[src/rtl/i281_code_loader.sv]
// Reloadable code memory for the i281 CPU: a byte-stream loader assembles
// big-endian instruction words, verifies a trailing checksum, and stalls the CPU meanwhile.
module i281_code_loader #(
  parameter int WORDS = 16,
  parameter int AW    = 4
) (
  input  logic          clk,
  input  logic          reset,
  input  logic          load_start,
  input  logic          byte_valid,
  input  logic [7:0]    byte_data,
  output logic          byte_ready,
  output logic          load_busy,
  output logic          load_done,
  output logic          load_error,
  output logic          cpu_hold,
  output logic [AW:0]   word_count,
  input  logic [AW-1:0] fetch_addr,
  output logic [15:0]   fetch_instr
);

  typedef enum logic [2:0] {IDLE, RX_HI, RX_LO, CHECK, ERROR} state_t;

  state_t        state;
  logic [15:0]   mem [WORDS];
  logic [AW-1:0] ptr;
  logic [7:0]    hi_reg;
  logic [7:0]    acc;
  logic          accept;

  assign accept = byte_valid && byte_ready;

  // load_start outranks a simultaneous byte so a restart always begins from a clean stream.
  always_ff @(posedge clk) begin
    if (reset) begin
      state      <= IDLE;
      for (int i = 0; i < WORDS; i++) mem[i] <= '0;
      ptr        <= '0;
      acc        <= '0;
      hi_reg     <= '0;
      word_count <= '0;
      load_done  <= 1'b0;
    end else begin
      load_done <= 1'b0;
      if (load_start) begin
        state      <= RX_HI;
        ptr        <= '0;
        acc        <= '0;
        word_count <= '0;
      end else if (accept) begin
        case (state)
          RX_HI: begin
            hi_reg <= byte_data;
            acc    <= acc + byte_data;
            state  <= RX_LO;
          end
          RX_LO: begin
            mem[ptr]   <= {hi_reg, byte_data};
            acc        <= acc + byte_data;
            ptr        <= ptr + 1'b1;
            word_count <= word_count + 1'b1;
            state      <= (ptr == AW'(WORDS - 1)) ? CHECK : RX_HI;
          end
          CHECK: begin
            if (8'(acc + byte_data) == 8'h00) begin
              state     <= IDLE;
              load_done <= 1'b1;
            end else begin
              state <= ERROR;
            end
          end
          default: ;
        endcase
      end
    end
  end

  assign byte_ready  = (state == RX_HI) || (state == RX_LO) || (state == CHECK);
  assign load_busy   = byte_ready;
  assign load_error  = (state == ERROR);
  assign cpu_hold    = load_busy | load_error;
  // A held CPU sees NOOPs so a half-written program can never execute.
  assign fetch_instr = cpu_hold ? 16'h0000 : mem[fetch_addr];

endmodule

[config.mk]
export PLATFORM = sky130hd
export DESIGN_NAME = i281_code_loader
export DESIGN_NICKNAME = d
export VERILOG_FILES = /design/src/rtl/i281_code_loader.sv
export SDC_FILE = /design/constraint.sdc
export NUM_CORES = 1
export LEC_CHECK = 0
export ABC_AREA = 1
export CAP_MARGIN = 10
export CORE_MARGIN = 1
export CORE_UTILIZATION = 60
export CTS_CLUSTER_DIAMETER = 120
export CTS_CLUSTER_SIZE = 30
export DETAILED_ROUTE_END_ITERATION = 8
export PLACE_DENSITY = 0.78
export SYNTH_ARGS = -nofsm -noshare
export SYNTH_HDL_FRONTEND = slang
export SYNTH_SLANG_ARGS = --single-unit
[constraint.sdc]
create_clock -name clk -period 2.88 [get_ports clk]
set_input_delay 0.576 -clock clk [delete_from_list [all_inputs] [get_ports clk]]
set_output_delay 0.576 -clock clk [all_outputs]
set_load 0.005 [all_outputs]
==> impl_results.md, run 1 <==
- P&R area growth vs syn: 12.0%
- Top sig layer: met4
- Max reg flops: 256
- Root buffer selected by CTS: clkbuf_16
- Final WS setup: -0.0461 ns
- I/O Pins: 42
- CTS clk-pin slew, worst paths: 0.11 ns
- #FFs+latches synth: 285
- R2R Path Start: state[1]
- Slew HR: 0.437
- Die H: 151 um
- Slowest cell on the critical path: clkdlybuf4s50_1
- Max Freq: 342 MHz
- Failing checks: negative setup slack
- FF+latch area: 0.00827 mm2
- CTS H-Tree Depth: 1
- Asr flop ratio synth: 0
- # diodes: 0
- Clock sink total: 285
- DRT Wirelength: 36.0 mm
- Critical path peak fanout: 9
- Post-CTS Hold Buffers: 0
- Commonest cells after routing, fill and taps aside: nand2_1 (319), edfxtp_1 (256), nor2_1 (254)
- Final slew viol count: 0
- Area post-placement: 0.0143 mm2
- Maximum vdd ir drop: 0.000340 V
- Met1 wire length: 12.9 mm
- Detail Route met3 WL: 3.81 mm
- Final Critical Period: 2.93 ns
- Family with the most delay on the worst path: buffers and inverters
- Layout cell share with drive strength beyond 1: 0.119
- Tightest Hold Check Type: reg2reg
- Post-synth EDFFs: 256
- Max clock buf depth: 3
- RSZ-0062 raised after global routing: yes
- DRC Markers: 0
- Max stage delay on crit path: 0.49 ns
- Final setup violation count: 1
- Yosys warning total: 0
- Power, Total: 7.58 mW
- Hold path cells: 2
- GR Overflow Total: 0
- Design area: 0.0149 mm2
- CP bufs+invs: 4
- Fillers: 1616
- Status: finished with violations
- Die ar.: 0.0228 mm2
- Post-synthesis area per instance: 9.70 um2
- Most common cell after layout, fill and taps aside: nand2_1
- Via count: 10231
- Worst EP required: 2.30 ns
- Clk_lat worst skew: 0.50 ns
- Syn nets: 1402
- Avg WL per Cell: 21.2 um
- Critical path class: reg2out
- Final ANT Viol Nets: 0
- Worst R2R Path Depth: 9
- Routability Congestion: 0.982
- Hpwl dp: 23.4 mm
- Initial Util: 0.610
- # nets final: 1443
- R2r endpoint: mem[1][12]
- Worst Max-Slew Pin Slew: 0.839 ns
- Static Leakage: 6.05 nW
- Initial antenna violation count: 0
- Number of vias per cell: 6.03
- Power per cell area: 508 mW/mm2
- Critical path arrival: 2.35 ns
- Final Hold Violating Endpoints: 0
- Core ar.: 0.0218 mm2
- R2r setup slk: 0.75 ns
- IO Port Bufs: 41
- Min-Delay Startpoint: word_count[4]
- WL met2: 17.3 mm
- CTS tree: built
- Max_cap viols: 0
- Total GRT Usage: 0.317
- Multi-input logic area: 0.00440 mm2
- Dpl ws: -0.135 ns
- Register area share after synthesis: 0.621
- CP endpoint kind: output port
- Worst clock skew: 0.0170 ns
- Mapped Area: 0.0133 mm2
- FP Rows: 54
- First-pass iteration count of the detailed router: 6
- Crit share post-route: 1.02
- Critical Path, Cell by Cell: o21ai_4 > inv_2 > nor2_4 > buf_8 > nand2_1 > a31oi_1 > buf_4 > clkdlybuf4s50_1
- Largest net degree at the start of global routing: 63
- Die width: 151 um
- Startpoint types: register
- First-pass GRT wire length: 52.9 mm
- Num CTS Buffers: 13
- DR iter-0 viols: 1180
- Post-Syn Instances: 1373
- Hold EP: word_count[4]
- Top FF cell, synth: edfxtp_1
- Count of different cell masters after synthesis: 34
- Vias in the first global route: 9459
==> where the power goes <==
part | leakage (nW) | total (mW) | internal [mW] | switching (mW)
Combinational | 3.00 | 0.842 | 0.293 | 0.549
Sequential | 2.88 | 4.65 | 4.61 | 0.0391
Clock | 0.171 | 2.09 | 0.854 | 1.23
Total | 6.05 | 7.58 | 5.76 | 1.82
==> Yosys cell counts (2+ instances only) <==
cell,instances,area (um2)
nand2_1,319,1200
edfxtp_1,256,7690
nor2_1,254,953
nand3_1,188,941
inv_1,52,195
clkbuf_1,49,184
a21oi_1,39,195
nor2_2,32,200
dfxtp_1,29,581
o21ai_0,23,115
buf_2,17,85.1
a31oi_1,16,100
buf_1,12,45.0
buf_6,12,135
ha_1,12,150
nand2_4,12,135
a22oi_1,10,75.1
clkinv_1,8,30.0
inv_2,4,15.0
nor2_8,4,80.1
nor3_1,4,20.0
nand3_2,3,30.0
nand4_1,3,18.8
nor2_4,3,33.8
a211oi_1,2,15.0
xor2_1,2,17.5
==> worst reg2reg max path: stages, from the launching register on <==
cell and delay, ns:
dfxtp_1 0.47, nand2_2 0.12, inv_2 0.08, nand3_4 0.14, nor2_8 0.20, inv_6 0.09
nor2_8 0.19, nand2_4 0.19, nand2_1 0.10, buf_4 0.25
==> logic make-up after synthesis <==
logic type / share of synthesized area
buffers and inverters: 0.0530
AND/OR/NAND/NOR: 0.273
adder cells (fa/ha/maj): 0.0128
XOR/XNOR: 0.00197
AO/OA/AOI/OAI: 0.0382
flip-flops: 0.621
==> routing by layer <==
layer  up-vias  global-route usage
met5         -                   0
met4         0               0.163
met3       115              0.0563
met2       629               0.526
met1      4825               0.399
li1       4662                   -
==> repair_timing <==
action,CTS,global route
buffers inserted,0,2
gates resized for setup,10,32
cloned,1,3
pin swaps,0,1
hold endpoints to repair,0,0
setup endpoints to repair,16,15
==> stage by stage <==
step | cells | hold WS [ns] | util | TNS (ns)
after floorplan | 1373 | 0.444 | - | 0
after global placement | 1673 | 0.448 | 0.654 | -0.632
after detailed placement | 1673 | 0.464 | 0.654 | -0.998
after CTS | 1691 | 0.476 | 0.673 | -0.0127
after global routing | 1696 | 0.494 | 0.683 | -0.0994
final | 1696 | 0.471 | 0.683 | -0.0461
==> area by class of cell <==
| type | instances | share of cell area |
|---|---|---|
| Clock buffer | 16 | 0.0226 |
| Clock inverter | 1 | 0.00109 |
| Inverter | 65 | 0.0178 |
| Multi-Input combinational cell | 932 | 0.295 |
| Sequential cell | 285 | 0.555 |
| Tap cell | 280 | 0.0235 |
| Timing Repair Buffer | 117 | 0.0853 |
==> worst max path at each step <==
stage,end,cells past startpoint,from
2_1_floorplan,mem[13][0],8,load_start
3_3_place_gp,fetch_instr[3],7,fetch_addr[2]
3_5_place_dp,fetch_instr[8],8,fetch_addr[2]
4_1_cts,fetch_instr[5],8,state[0]
5_1_grt,fetch_instr[5],8,state[1]
6_report,fetch_instr[5],8,state[1]
Note: power is estimated with default switching activity, not from simulation.
==> run 2: changes to the inputs <==
GPL_TIMING_DRIVEN = 0   (was unset)
==> run 2 against run 1 <==
The run now ends clean. Via count up 1.6%. Sequential power about the same. Clock power up 2%. Critical path type is now in2out. Largest cell class unchanged. Highest routed layer unchanged.
==> impl_results.md, run 2 (synthesized netlist as in run 1, its figures left out) <==
- Root buffer selected by CTS: clkbuf_16
- Max_cap viols: 0 (unchanged)
- Total GRT Usage: 0.331 (+0.0145)
- RSZ-0062 raised after global routing: no
- Static Leakage: 5.89 nW (-2.6%)
- First-pass GRT wire length: 55.0 mm (+4.0%)
- IO Port Bufs: 39 (-4.9%)
- DRT Wirelength: 36.8 mm (+2.2%)
- Final ANT Viol Nets: 0 (unchanged)
- GR Overflow Total: 0 (unchanged)
- Number of vias per cell: 6.06 (+0.45%)
- Sum Neg Setup Slack: 0 ns (+0.0461 ns)
- P&R area growth vs syn: 11.6%
- DRC Markers: 0 (unchanged)
- Power per cell area: 512 mW/mm2 (+0.80%)
- Vias in the first global route: 9751 (+3.1%)
- Commonest cells after routing, fill and taps aside: nand2_1 (316), edfxtp_1 (256), nor2_1 (254)
- CP endpoint kind: output port
- FF+latch area: 0.00827 mm2 (about the same)
- Tightest Hold Check Type: reg2reg
- CTS H-Tree Depth: 1 (unchanged)
- Dpl ws: -1.18 ns (-1.04 ns)
- Worst Max-Slew Pin Slew: 0.958 ns (+0.119 ns)
- Layout cell share with drive strength beyond 1: 0.114 (-0.00513)
- CTS tree: built
- # nets final: 1460 (+1.2%)
- Max stage delay on crit path: 0.51 ns (+0.02 ns)
- Die ar.: 0.0228 mm2 (unchanged)
- Multi-input logic area: 0.00447 mm2 (+1.5%)
- Final setup violation count: 0 (-1)
- Initial antenna violation count: 0 (unchanged)
- FP Rows: 54 (unchanged)
- Max Freq: 355 MHz (+3.8%)
- Final slew viol count: 0 (unchanged)
- I/O Pins: 42 (unchanged)
- Worst R2R Path Depth: 7 (-2)
- Die width: 151 um (unchanged)
- Most common cell after layout, fill and taps aside: nand2_1
- CP bufs+invs: 4 (unchanged)
- Hold path cells: 2 (unchanged)
- WP depth: 7 (-1)
- Hpwl dp: 25.5 mm (+9.2%)
- Status: completed
- M2 GR Usage: 0.513 (-0.0126)
- Critical path arrival: 2.24 ns (-0.11 ns)
- Family with the most delay on the worst path: buffers and inverters
- Final WS setup: 0.0616 ns (+0.108 ns)
- Met3 usage: 0.0572 (+0.000904)
- Top Usage Layer GRT: met2
- Core ar.: 0.0218 mm2 (unchanged)
- Critical Path, Cell by Cell: clkbuf_2 > inv_1 > clkbuf_1 > nand3_1 > nand2_1 > a31oi_2 > dlygate4sd2_1
- DR iter-0 viols: 1136 (-3.7%)
- Clk_lat worst skew: 0.50 ns (about the same)
- Die H: 151 um (unchanged)
- Slowest cell on the critical path: clkbuf_1
- Avg WL per Cell: 21.4 um (+0.97%)
- Worst EP required: 2.30 ns (about the same)
- Clock sink total: 285 (unchanged)
- CTS clk-pin slew, worst paths: 0.09 ns (-0.02 ns)
- First-pass iteration count of the detailed router: 6 (unchanged)
- Worst clock skew: 0.0218 ns (+0.00487 ns)
- Startpoint types: input port
- Fillers: 1637 (+1.3%)
- Max reg flops: 256 (unchanged)
- Final Hold Violating Endpoints: 0 (unchanged)
- GR Util met1: 0.458 (+0.0596)
- Crit share post-route: 0.979 (-0.0374)
- Largest net degree at the start of global routing: 32 (-49%)
- Via count: 10398 (+1.6%)
- Maximum vdd ir drop: 0.000365 V (+7.2%)
- Critical path peak fanout: 10 (+1)
- Critical path class: in2out
- Max clock buf depth: 3 (unchanged)
- Final Critical Period: 2.82 ns (-0.108 ns)
- Initial Util: 0.610 (unchanged)
- Power, Total: 7.61 mW (+0.47%)
- Num CTS Buffers: 13 (unchanged)
- Routability Congestion: 0.949 (-3.4%)
- # diodes: 0 (unchanged)
- Slew HR: 0.362 (-0.0756)
run 2: cell types whose count changed in the layout (fill, tap and decap cells not counted), sizes merged:
cell / previous run / this run
dlygate4sd2: 2 / 12
clkinv: 9 / 8
bufbuf: 1 / 0
clkdlybuf4s50: 23 / 21
clkbuf: 19 / 68
clkinvlp: 1 / 0
dlymetal6s2s: 14 / 4
inv: 56 / 58
buf: 74 / 46
clkdlybuf4s15: 0 / 2
run 2: per-stage QoR:
stage / area, um2 / util / hold WS, ns / instances
final: 14900 / 0.681 / 0.477 / 1716
after global routing: 14900 / 0.681 / 0.512 / 1716
after CTS: 14800 / 0.680 / 0.478 / 1716
after detailed placement: 14100 / 0.644 / 0.457 / 1692
after global placement: 14100 / 0.644 / 0.450 / 1692
after floorplan: 13300 / - / 0.444 / 1373
run 2: final cells by class:
cell class                      count  area share
Inverter                           65      0.0167
Buffer                             91      0.0500
Sequential cell                   285       0.556
Clock buffer                       19      0.0234
Tap cell                          280      0.0236
Multi-Input combinational cell    932       0.301
Clock inverter                      1     0.00109
Timing Repair Buffer               43      0.0285
run 2: metal layers:
metal,share of wire,vias to the layer above
met4,0.054,0
met3,0.11,140
met1,0.38,4872
met5,0,-
li1,-,4699
met2,0.45,687
run 2: worst reg2reg max path, cell delays in order, from the launching register on:
cell and delay, ns:
dfxtp_1 0.39, ha_1 0.16, clkbuf_1 0.27, inv_1 0.07, nor2_1 0.20, nand2_1 0.25
clkbuf_1 0.36, nand2_2 0.47
run 2: power breakdown:
part | switching, mW | internal, mW
registers | 0.0394 | 4.61
clock network | 1.27 | 0.871
logic | 0.566 | 0.257
total | 1.87 | 5.74
run 2: final timing paths:
path | from | endpoint | slack, ns
hold reg to reg | state[2] | state[2] | 0.48
setup reg to reg | ptr[0] | mem[15][2] | 0.37
setup / recovery | fetch_addr[3] | fetch_instr[13] | 0.06
hold / removal | state[2] | state[2] | 0.48
run 2: repair_timing:
action,CTS,global route
gates cloned,1,0
buffers inserted,3,0
pin swaps,3,1
endpoints found under the hold margin,0,0
hold buffers,0,0
resized for setup,139,13
endpoints found under the setup margin,17,38
